===== src/rtl/unified_memory_arbiter.sv =====
// unified_memory_arbiter: shares one single-ported memory between fetch and data ports, data-first with fetch starvation guard
module unified_memory_arbiter #(
  parameter int ADDR_WIDTH   = 32,
  parameter int DATA_WIDTH   = 32,
  parameter int STARVE_LIMIT = 4
) (
  input  logic                  clk,
  input  logic                  rst,
  input  logic                  instr_req,
  input  logic [ADDR_WIDTH-1:0] instr_addr,
  output logic [DATA_WIDTH-1:0] instr_rdata,
  output logic                  instr_valid,
  input  logic                  data_req,
  input  logic                  data_we,
  input  logic [ADDR_WIDTH-1:0] data_addr,
  input  logic [DATA_WIDTH-1:0] data_wdata,
  output logic [DATA_WIDTH-1:0] data_rdata,
  output logic                  data_valid,
  output logic                  mem_req,
  output logic                  mem_we,
  output logic [ADDR_WIDTH-1:0] mem_addr,
  output logic [DATA_WIDTH-1:0] mem_wdata,
  input  logic                  mem_gnt,
  input  logic                  mem_rvalid,
  input  logic [DATA_WIDTH-1:0] mem_rdata,
  output logic                  busy
);
  localparam int SW = $clog2(STARVE_LIMIT + 1);
  localparam logic [SW-1:0] SMAX = SW'(STARVE_LIMIT - 1);
  typedef enum logic [1:0] {IDLE, REQ, RESP} state_t;
  state_t state, state_n;
  logic owner_i, we_q, data_win, start, done;
  logic [ADDR_WIDTH-1:0] addr_q;
  logic [DATA_WIDTH-1:0] wdata_q;
  logic [SW-1:0] streak;
  always_comb begin
    start = state == IDLE && (instr_req || data_req);
    done = state == RESP && mem_rvalid;
    data_win = data_req && !(instr_req && streak == SMAX);
    state_n = start ? REQ : (state == REQ && mem_gnt) ? RESP : done ? IDLE : state;
    mem_req = state == REQ;
    mem_we = mem_req && we_q;
    instr_valid = done && owner_i;
    data_valid = done && !owner_i;
    instr_rdata = instr_valid ? mem_rdata : '0;
    data_rdata = data_valid ? mem_rdata : '0;
    busy = state != IDLE;
  end
  assign mem_addr = addr_q;
  assign mem_wdata = wdata_q;
  always_ff @(posedge clk) begin
    if (rst) begin
      state <= IDLE;
      owner_i <= 1'b0;
      we_q <= 1'b0;
      addr_q <= '0;
      wdata_q <= '0;
      streak <= '0;
    end else begin
      state <= state_n;
      if (start) begin
        owner_i <= !data_win;
        we_q <= data_win && data_we;
        addr_q <= data_win ? data_addr : instr_addr;
        wdata_q <= data_win ? data_wdata : '0;
        streak <= !(data_win && instr_req) ? '0 : streak == SMAX ? streak : streak + 1'b1;
      end
    end
  end
endmodule

===== config.mk =====
export PLATFORM = sky130hd
export DESIGN_NAME = unified_memory_arbiter
export DESIGN_NICKNAME = d
export VERILOG_FILES = /design/src/rtl/unified_memory_arbiter.sv
export SDC_FILE = /design/constraint.sdc
export NUM_CORES = 1
export LEC_CHECK = 0
export ABC_AREA = 1
export CAP_MARGIN = 25
export CORE_AREA = 2 2 105 107
export DETAILED_ROUTE_END_ITERATION = 16
export DIE_AREA = 0 0 107 109
export DONT_BUFFER_PORTS = 1
export GPL_ROUTABILITY_DRIVEN = 1
export PLACE_DENSITY = 0.55
export SYNTH_ARGS = -nofsm -noshare
export SYNTH_HDL_FRONTEND = slang
export SYNTH_SLANG_ARGS = --single-unit

===== constraint.sdc =====
create_clock -name clk -period 1.95 [get_ports clk]
set_input_delay 0.4875 -clock clk [delete_from_list [all_inputs] [get_ports clk]]
set_output_delay 0.4875 -clock clk [all_outputs]
set_load 0.03 [all_outputs]

# [Word level (Yosys, flattened, before mapping)]
# Cells that the tools add are included.
[word_totals] regBits=71 input_bits=135
[classes] add_sub_neg=1 eq_ne=4 n_mux=9 reduce_logical=20
[op_table] operator="$mux 32" count=4
[op_table] operator="$logic_and 1x1->1" count=10
[op_table] operator="$mux 3" count=2
[op_table] operator="$mux 2" count=2
[op_table] operator="$reduce_bool 2->1" count=2
[op_table] operator="$add 3x1->3 const B" count=1
[op_table] operator="$eq 3x2->1 const B" count=1
[op_table] operator="$logic_not 1->1" count=3
[op_table] operator="$reduce_bool 3->1" count=1
[op_table] operator="$eq 2x1->1 const B" count=1
[op_table] operator="$eq 2x2->1 const B" count=1
[op_table] operator="$logic_not 2->1" count=1
[op_table] operator="$ne 2x2->1 const B" count=1
[op_table] operator="$reduce_and 2->1" count=1
[op_table] operator="$reduce_or 2->1" count=1
[op_table] operator="$logic_or 1x1->1" count=1
[op_table] operator="$mux 1" count=1

# [Depth between registers and ports, before layout]
# Gate-level depths: netlist (run 1).
[depth] ltp_word=7 mapped_depth=9

# [Least setup slack after synthesis (run 1)]
# No wires, ideal clock.
[synth_timing] path_type="input-to-output" start="in mem_rvalid" end="out data_rdata[10]" t_arrival_ns=1.766 t_required_ns=1.462 path_slack_ns=-0.303 path_stages=5 cell_sequence="nand3_1 > nor2_1 > inv_2 > buf_6 > nor2_1"
[synth_via] elab_chain_cells=3
[synth_rtl] element="start, declared" line="24" rtl="input logic mem_rvalid,"
[synth_rtl] element="$logic_and 1x1->1" line="38" rtl="done = state == RESP && mem_rvalid;"
[synth_rtl] element="$logic_and 1x1->1" line="44" rtl="data_valid = done && !owner_i;"
[synth_rtl] element="named net data_valid" line="18" rtl="output logic data_valid,"
[synth_rtl] element="$mux 32" line="46" rtl="data_rdata = data_valid ? mem_rdata : '0;"
[synth_rtl] element="end, declared" line="17" rtl="output logic [DATA_WIDTH-1:0] data_rdata,"
# The timed path passes the listed nets, and every way through them passes these cells.

# [Final worst setup path (run 1)]
[layout_timing] start="reg state[0]" end="out data_rdata[12]"
[layout_via] elab_chain_cells=4
[layout_rtl] element="start, declared" line="31" rtl="state_t state, state_n;"
[layout_rtl] element="start signal, assigned" line="60" rtl="state <= state_n;"
[layout_rtl] element="$eq 2x2->1" line="38"
[layout_rtl] element="$logic_and 1x1->1" line="38"
[layout_rtl] element="$logic_and 1x1->1" line="44"
[layout_rtl] element="$mux 32" line="46"
# No other way between the ends.

==> summary.txt, run 1 <==
Outcome
  – Status: finished, final reports clean

Worst setup path
  – CP Launch Type: register
  – CP Capture Type: output pin
  – Kind of critical path: reg2out
  – Max FO, Critical Path: 16
  – CP arrival: 1.44 ns
  – CP required: about 1.5 ns
  – Worst r2r path cells: 7

Timing
  – Final Cycle Share: 98.8%
  – Actual slew at the worst max-slew pin: about 0.66 ns
  – Final Skew: 0.0131 ns
  – Tmin final: 1.93 ns
  – Fmax: ~520 MHz
  – Slew HR: ~56%
  – Max-slew violation count: 0
  – Setup Viol. Count Final: 0
  – Final hold viol count: 0
  – RSZ-0062 raised after global routing: true

Power
  – PwrDens: 762 nW/um^2
  – Net Switching: 0.00121 W
  – Cell internal pwr: 0.00223 W
  – Pleak: around 2.3 nW
  – Sequential share of power: between 50% and 60%
  – Peak VDD IR: between 0.0005 and 0.0006 V
  – Sw frac: 35.1%
  – Logic pwr share: about 15%
  – Clock network fraction of total power: between 30% and 40%

Clocking
  – Clk root buf: clkbuf_8
  – CTS tree: built
  – Total CTS buffers: 9
  – H-Tree Depth: 3
  – Cts hold-fix bufs: 0
  – # clock sinks: 71
  – Worst skew pair latency: 0.35 ns
  – Bufs on Longest Clock Path: 2
  – Clock transition at path regs: 0.07 ns

Run
  – Max cap viols: 0

Floorplan
  – Die height: about 110 um
  – Core ar.: 10,600 sq um
  – # rows: 38
  – Io pins: 268
  – DIE AREA: approximately 12,000 sq um
  – Chip width: 107 um
  – Starting Density: between 30% and 40%

Synthesis
  – Sequential share of the synthesized area: 39.7%
  – Syn nets: 670
  – Synthesized instance count: 533
  – Post-Syn Area: roughly 3600 sq um
  – #FFs+latches synth: 71
  – Library cells used by synthesis: 23
  – Yosys warns: 0
  – Avg Cell Area, Syn: 6.71 sq um

Global route
  – Global-route wire length before repair: 15.9 mm
  – Initial antenna violation count: 0
  – Total gr overflow: 0
  – Largest net degree at the start of global routing: 43
  – Gr usage total: 17.9%
  – Vias in the first global route: 3,200

Layout
  – Non-Filler Instances: approximately 740
  – Fraction of layout cells with a size suffix above 1: 25.7%
  – Fillers: about 1,000
  – P&R area growth vs syn: 26.2%
  – Sequential cell area: 1430 sq um
  – Util after Layout: 42.6%
  – Nets: between 700 and 800
  – Antenna cells: 0
  – Area of the multi-input gates: 1880 sq um

Place
  – Inst Count DP: 712
  – Port Buf Inserts: 0
  – Post-DP HPWL: between 8 and 9 mm
  – Routability Congestion: about 0.8

Route
  – Post-Route WL: 11.3 mm
  – Routed Antenna Nets: 0
  – Vias/cell: 4.90
  – Drt initial violations: 181
  – Via count: 3,599
  – Drt wl/cell: between 15 and 20 um
  – Pre-antenna DRT Iters: 5
  – Residual DRC count: 0

Worst hold path
  – Min-Delay Path Depth: 1
  – Worst min-delay path class: in2reg
-- synth_stat cells --
| master | count | area share (%) |
|---|---|---|
| a21oi_1 | 8 | 1.1 |
| a21oi_2 | 21 | 5.1 |
| buf_1 | 3 | 0.31 |
| buf_2 | 11 | 1.5 |
| buf_6 | 14 | 4.4 |
| clkbuf_1 | 7 | 0.73 |
| clkinv_1 | 1 | 0.10 |
| dfxtp_1 | 71 | 40 |
| ha_1 | 2 | 0.70 |
| inv_1 | 36 | 3.8 |
| inv_2 | 3 | 0.31 |
| nand2_1 | 202 | 21 |
| nand2_2 | 1 | 0.17 |
| nand2_4 | 1 | 0.31 |
| nand2_8 | 1 | 0.56 |
| nand3_1 | 73 | 10 |
| nand4_1 | 1 | 0.17 |
| nor2_1 | 69 | 7.2 |
| nor2_4 | 2 | 0.63 |
| nor2_8 | 1 | 0.56 |
| nor3b_1 | 1 | 0.21 |
| o21ai_0 | 3 | 0.42 |
| o21ai_4 | 1 | 0.45 |
-- cell type report --
type                            count  area share [%]
Clock buffer                       10            3.05
Clock inverter                      6           0.970
Inverter                           40            3.55
Multi-Input combinational cell    388            41.5
Sequential cell                    71            31.7
Tap cell                          140            3.88
Timing Repair Buffer               78            14.8
Timing Repair inverter              2           0.554
-- power by group through the flow --
stage	combinational [W]	sequential, W	clock, W
6_report	0.000505	0.00185	0.00108
5_1_grt	0.000573	0.00186	0.00118
4_1_cts	0.000487	0.00185	0.00112
3_5_place_dp	0.000472	0.00189	0
3_3_place_gp	0.000461	0.00188	0
2_1_floorplan	0.000434	0.00185	0
-- state kept, by name, summed over array words and instances, names as in the netlist --
register / count
mem_addr: 32
mem_wdata: 32
owner_i: 1
state: 2
streak: 3
we_q: 1
-- kinds of logic after synthesis --
family	after synthesis	share of synthesized area, %
AOI/OAI and AO/OA	33	7.13
adders and majority gates	2	0.699
buffers and inverters	75	11.2
DFF	71	39.7
and+or+nand+nor	352	41.3
-- final timing paths --
check | start | endpoint | slack [ns]
worst max-delay path | state[0] | data_rdata[12] | 0.02
worst min-delay path | rst | mem_addr[11] | 0.22
worst max register to register | streak[0] | we_q | 0.20
worst min register to register | we_q | we_q | 0.47
-- routing by layer --
metal	vias up	global-route usage, %	share of wire, %
li1	1769	-	-
met1	1634	18.2	36
met2	178	33.5	53
met3	18	6.04	8.2
met4	0	7.24	2.4
met5	-	0	0
-- cells in the final DEF (no fill, tap or decap), types with 2 or more instances in the layout --
master	count
dfxtp_4	2
clkinv_4	2
inv_1	35
nand2_1	202
nor2_4	12
a21oi_2	21
dfxtp_1	68
buf_6	19
nor2_2	11
nand3_1	72
ha_1	2
a21oi_1	8
inv_2	2
inv_6	2
clkbuf_8	10
clkinv_2	2
o21ai_0	3
buf_4	58
nor2_1	49
-- stage by stage --
step | cell area (sq um) | hold WS (ns) | setup slack [ns] | power (W) | setup TNS (ns)
6_report | 4520 | 0.222 | 0.0227 | 0.00344 | 0
5_1_grt | 4520 | 0.183 | -0.0614 | 0.00361 | -0.789
4_1_cts | 4340 | 0.174 | 0.00430 | 0.00346 | 0
3_5_place_dp | 4060 | 0.469 | 0.129 | 0.00236 | 0
3_3_place_gp | 4060 | 0.444 | 0.195 | 0.00235 | 0
2_1_floorplan | 3580 | 0.411 | -0.123 | 0.00229 | -3.68
-- worst max-delay path: stages (launching register included) --
cell and delay, ns:
dfxtp_4 0.35, inv_4 0.07, nand3_4 0.08, nor2_4 0.11, buf_12 0.15, inv_12 0.06, nor2_1 0.10, buf_4 0.17
-- repair_timing --
action / CTS / global route
resized for setup: 18 / 46
setup buffers: 3 / 1
pin swaps: 2 / 2
gates cloned: 2 / 1
hold endpoints to repair: 0 / 0
setup endpoints to repair: 65 / 36
Note: power is estimated with default switching activity, not from simulation.
==> run 2, diff against run 1 <==
ABC_AREA = default   (was 1)
CORE_AREA = 2 2 103 105   (was 2 2 105 107)
DIE_AREA = 0 0 105 107   (was 0 0 107 109)
PLACE_DENSITY = 0.53   (was 0.55)
clock period = 2 ns   (was 1.95 ns; I/O delays follow)
==> summary.txt, run 2 <==
Floorplan
  – Die height: 107 um
  – # rows: 37
  – DIE AREA: 11,200 sq um
  – Io pins: about 270
  – Chip width: 105 um
  – Core ar.: 10,100 sq um
  – Starting Density: 31.9%

Synthesis
  – Adder-cell area share of the yosys netlist: 0.778%
  – Cell with the most instances after synthesis: dfxtp_1
  – Avg Cell Area, Syn: 8.88 sq um
  – Synth top area cells: dfxtp_1 44%, and2_1 13%, a22o_1 9.0%
  – Syn nets: 499
  – Largest area contributor in the netlist: dfxtp_1
  – Compound-Gate Fraction of Synth Area: 22.8%
  – Yosys warns: 0
  – XOR/XNOR Fraction of Synth Area: 0%
  – Post-synthesis async set-or-reset flop share: 0%
  – Mux cell area share after synthesis: 0%
  – Number of flops mapped to enable cells by yosys: 0
  – Sequential share of the synthesized area: 44.2%
  – Synth cell count leaders: 71 x dfxtp_1, 65 x and2_1, 33 x a22o_1, 29 x o21ai_0
  – Main combinational cell family by area after synthesis: simple AND/OR/NAND/NOR gates
  – Library cells used by synthesis: 33
  – Most common flop cell mapped by yosys: dfxtp_1
  – #FFs+latches synth: 71
  – Synthesized instance count: 362
  – Yosys top cell area share: 44.2%
  – Simple-gate share of the synthesized area: 25.7%
  – Post-Syn Area: 3220 sq um

Timing
  – Fmax: 481 MHz
  – Setup ws final: -0.0771 ns
  – Actual slew at the worst max-slew pin: 0.367 ns
  – Setup Viol. Count Final: 42
  – Max-slew violation count: 0
  – Final Skew: 0.00681 ns
  – Final Cycle Share: 104%
  – RSZ-0062 raised after global routing: true
  – Tmin final: 2.08 ns
  – Final hold viol count: 0
  – Slew HR: roughly three quarters

Worst hold path
  – Min-Delay Path Depth: 1
  – Worst min-delay path class: in2reg

Global route
  – Vias in the first global route: roughly 3,000
  – Initial antenna violation count: 0
  – Total gr overflow: 0
  – Gr usage total: 17.0%
  – Largest net degree at the start of global routing: 42
  – Global-route wire length before repair: 15.3 mm

Clocking
  – H-Tree Depth: 3
  – Clock transition at path regs: 0.08 ns
  – CTS tree: built
  – Total CTS buffers: 9
  – Cts hold-fix bufs: 0
  – Worst skew pair latency: 0.34 ns
  – # clock sinks: 71
  – Bufs on Longest Clock Path: 2
  – Clk root buf: clkbuf_8

Place
  – Routability Congestion: 0.699
  – Port Buf Inserts: 0
  – Post-DP Area: 4040 sq um
  – Post-DP HPWL: 7.17 mm
  – Inst Count DP: 519

Layout
  – Nets: 540
  – Most frequent cells in the layout: 68 x dfxtp_1, 55 x and2_4, 33 x a22o_1, 29 x o21ai_0, 29 x buf_12
  – Most common cell after layout, fill and taps aside: dfxtp_1
  – Fraction of layout cells with a size suffix above 1: 39.0%
  – Non-Filler Instances: ~540
  – P&R area growth vs syn: 45.6%
  – Fin area: 4680 sq um
  – Antenna cells: 0

Route
  – Residual DRC count: 0
  – Routed Antenna Nets: 0
  – Drt initial violations: approximately 220
  – Via count: 3,023
  – Drt wl/cell: approximately 20 um
  – Vias/cell: 5.56
  – Post-Route WL: 10.9 mm
  – Pre-antenna DRT Iters: 4

Power
  – Peak VDD IR: 0.000355 V
  – Net Switching: between 0.001 and 0.0015 W
  – Pleak: around 1.9 nW
  – Sequential share of power: 51.0%
  – Cell internal pwr: 0.00243 W
  – Sw frac: 31.6%
  – Clock network fraction of total power: 35.5%
  – Logic pwr share: a little over an eighth
  – PwrDens: 760 nW/um^2

Outcome
  – Failing checks: setup timing
  – Status: complete, but fails checks

Worst setup path
  – CP required: around 1.5 ns
  – Worst r2r path cells: 5
  – CP arrival: 1.58 ns
  – Max FO, Critical Path: 6
  – CP Capture Type: output pin
  – CP Launch Type: register
  – Kind of critical path: reg2out

Run
  – Max cap viols: 0
-- run 2: changes by cell type in the layout (fill, tap and decap cells not counted), moves of 10 or more --
cell,before,now
buf_12,1,29
a31oi_1,0,26
nor2_4,12,2
a22o_1,0,33
o21ai_0,3,29
inv_1,35,9
nand4_1,1,26
nor2_1,49,1
nand3_1,72,26
nor2_2,11,0
nand2_1,202,1
buf_4,58,9
and2_4,0,55
a21oi_2,21,0
-- run 2: power by group through the flow --
stage	combinational [W]	clock, W	sequential (W)
after floorplan	0.000349	0	0.00182
after global placement	0.000436	0	0.00184
after detailed placement	0.000451	0	0.00184
after CTS	0.000470	0.00131	0.00181
after global routing	0.000521	0.00138	0.00183
final	0.000481	0.00126	0.00181
-- run 2: kinds of logic after synthesis --
group           Yosys count
simple gates            137
compound gates          104
flops                    71
fa+ha+maj                 2
buf+inv                  48
-- run 2: area by class of cell --
| class | count | area (sq um) |
|---|---|---|
| inverter | 10 | 37.5 |
| multi-input combinational | 243 | 1770 |
| timing repair buffer | 68 | 1050 |
| fill | 946 | 5410 |
| clock buffer | 9 | 124 |
| clock inverter | 7 | 96.3 |
| tap | 136 | 170 |
| sequential | 71 | 1430 |
-- run 2: worst max-delay path: stages (launching register included) --
cell	delay, ns
dfxtp_4	0.37
nand2_4	0.07
nor3b_4	0.23
buf_12	0.17
buf_12	0.14
and2_4	0.15
buf_6	0.12
-- run 2: worst paths after layout --
kind / slack [ns] / end / start
hold reg to reg: 0.47 / streak[2] / streak[2]
setup / recovery: -0.08 / instr_rdata[1] / state[1]
setup reg to reg: 0.36 / mem_wdata[6] / state[1]
hold / removal: 0.22 / mem_addr[19] / rst
-- run 2: layer usage --
metal  part of all wire (%)  global-route usage, %  vias to the layer above
met5                      0                      0                        -
met4                    1.5                   5.43                        0
met3                    8.0                   5.47                       12
met2                     51                   29.8                      172
met1                     39                   19.5                     1432
li1                       -                      -                     1407
-- run 2: timing repair --
action                                  in CTS  in global routing
setup buffers                                1                  3
pin swaps                                    2                 54
endpoints found under the setup margin      64                 64
cloned                                       1                  6
resized for setup                           69                 29
-- run 2: per-stage QoR --
| step | setup slack (ns) | util, % | power [W] | TNS (ns) | hold WS (ns) |
|---|---|---|---|---|---|
| 4_1_cts | -0.0613 | 44.4 | 0.00360 | -1.00 | 0.198 |
| 3_5_place_dp | 0.135 | 40.0 | 0.00229 | 0 | 0.455 |
| 5_1_grt | -0.141 | 46.4 | 0.00373 | -5.92 | 0.188 |
| 6_report | -0.0771 | 46.4 | 0.00356 | -2.60 | 0.224 |
| 3_3_place_gp | 0.141 | 40.0 | 0.00228 | 0 | 0.448 |
| 2_1_floorplan | -0.0304 | - | 0.00216 | -0.0304 | 0.440 |
==> run 3, diff against run 2 <==
CTS_CLUSTER_SIZE = 30   (was default)
HOLD_SLACK_MARGIN = 0.15   (was default)
==> results of run 3 <==
Final layout, timing and power as in run 2 (identical DEF).
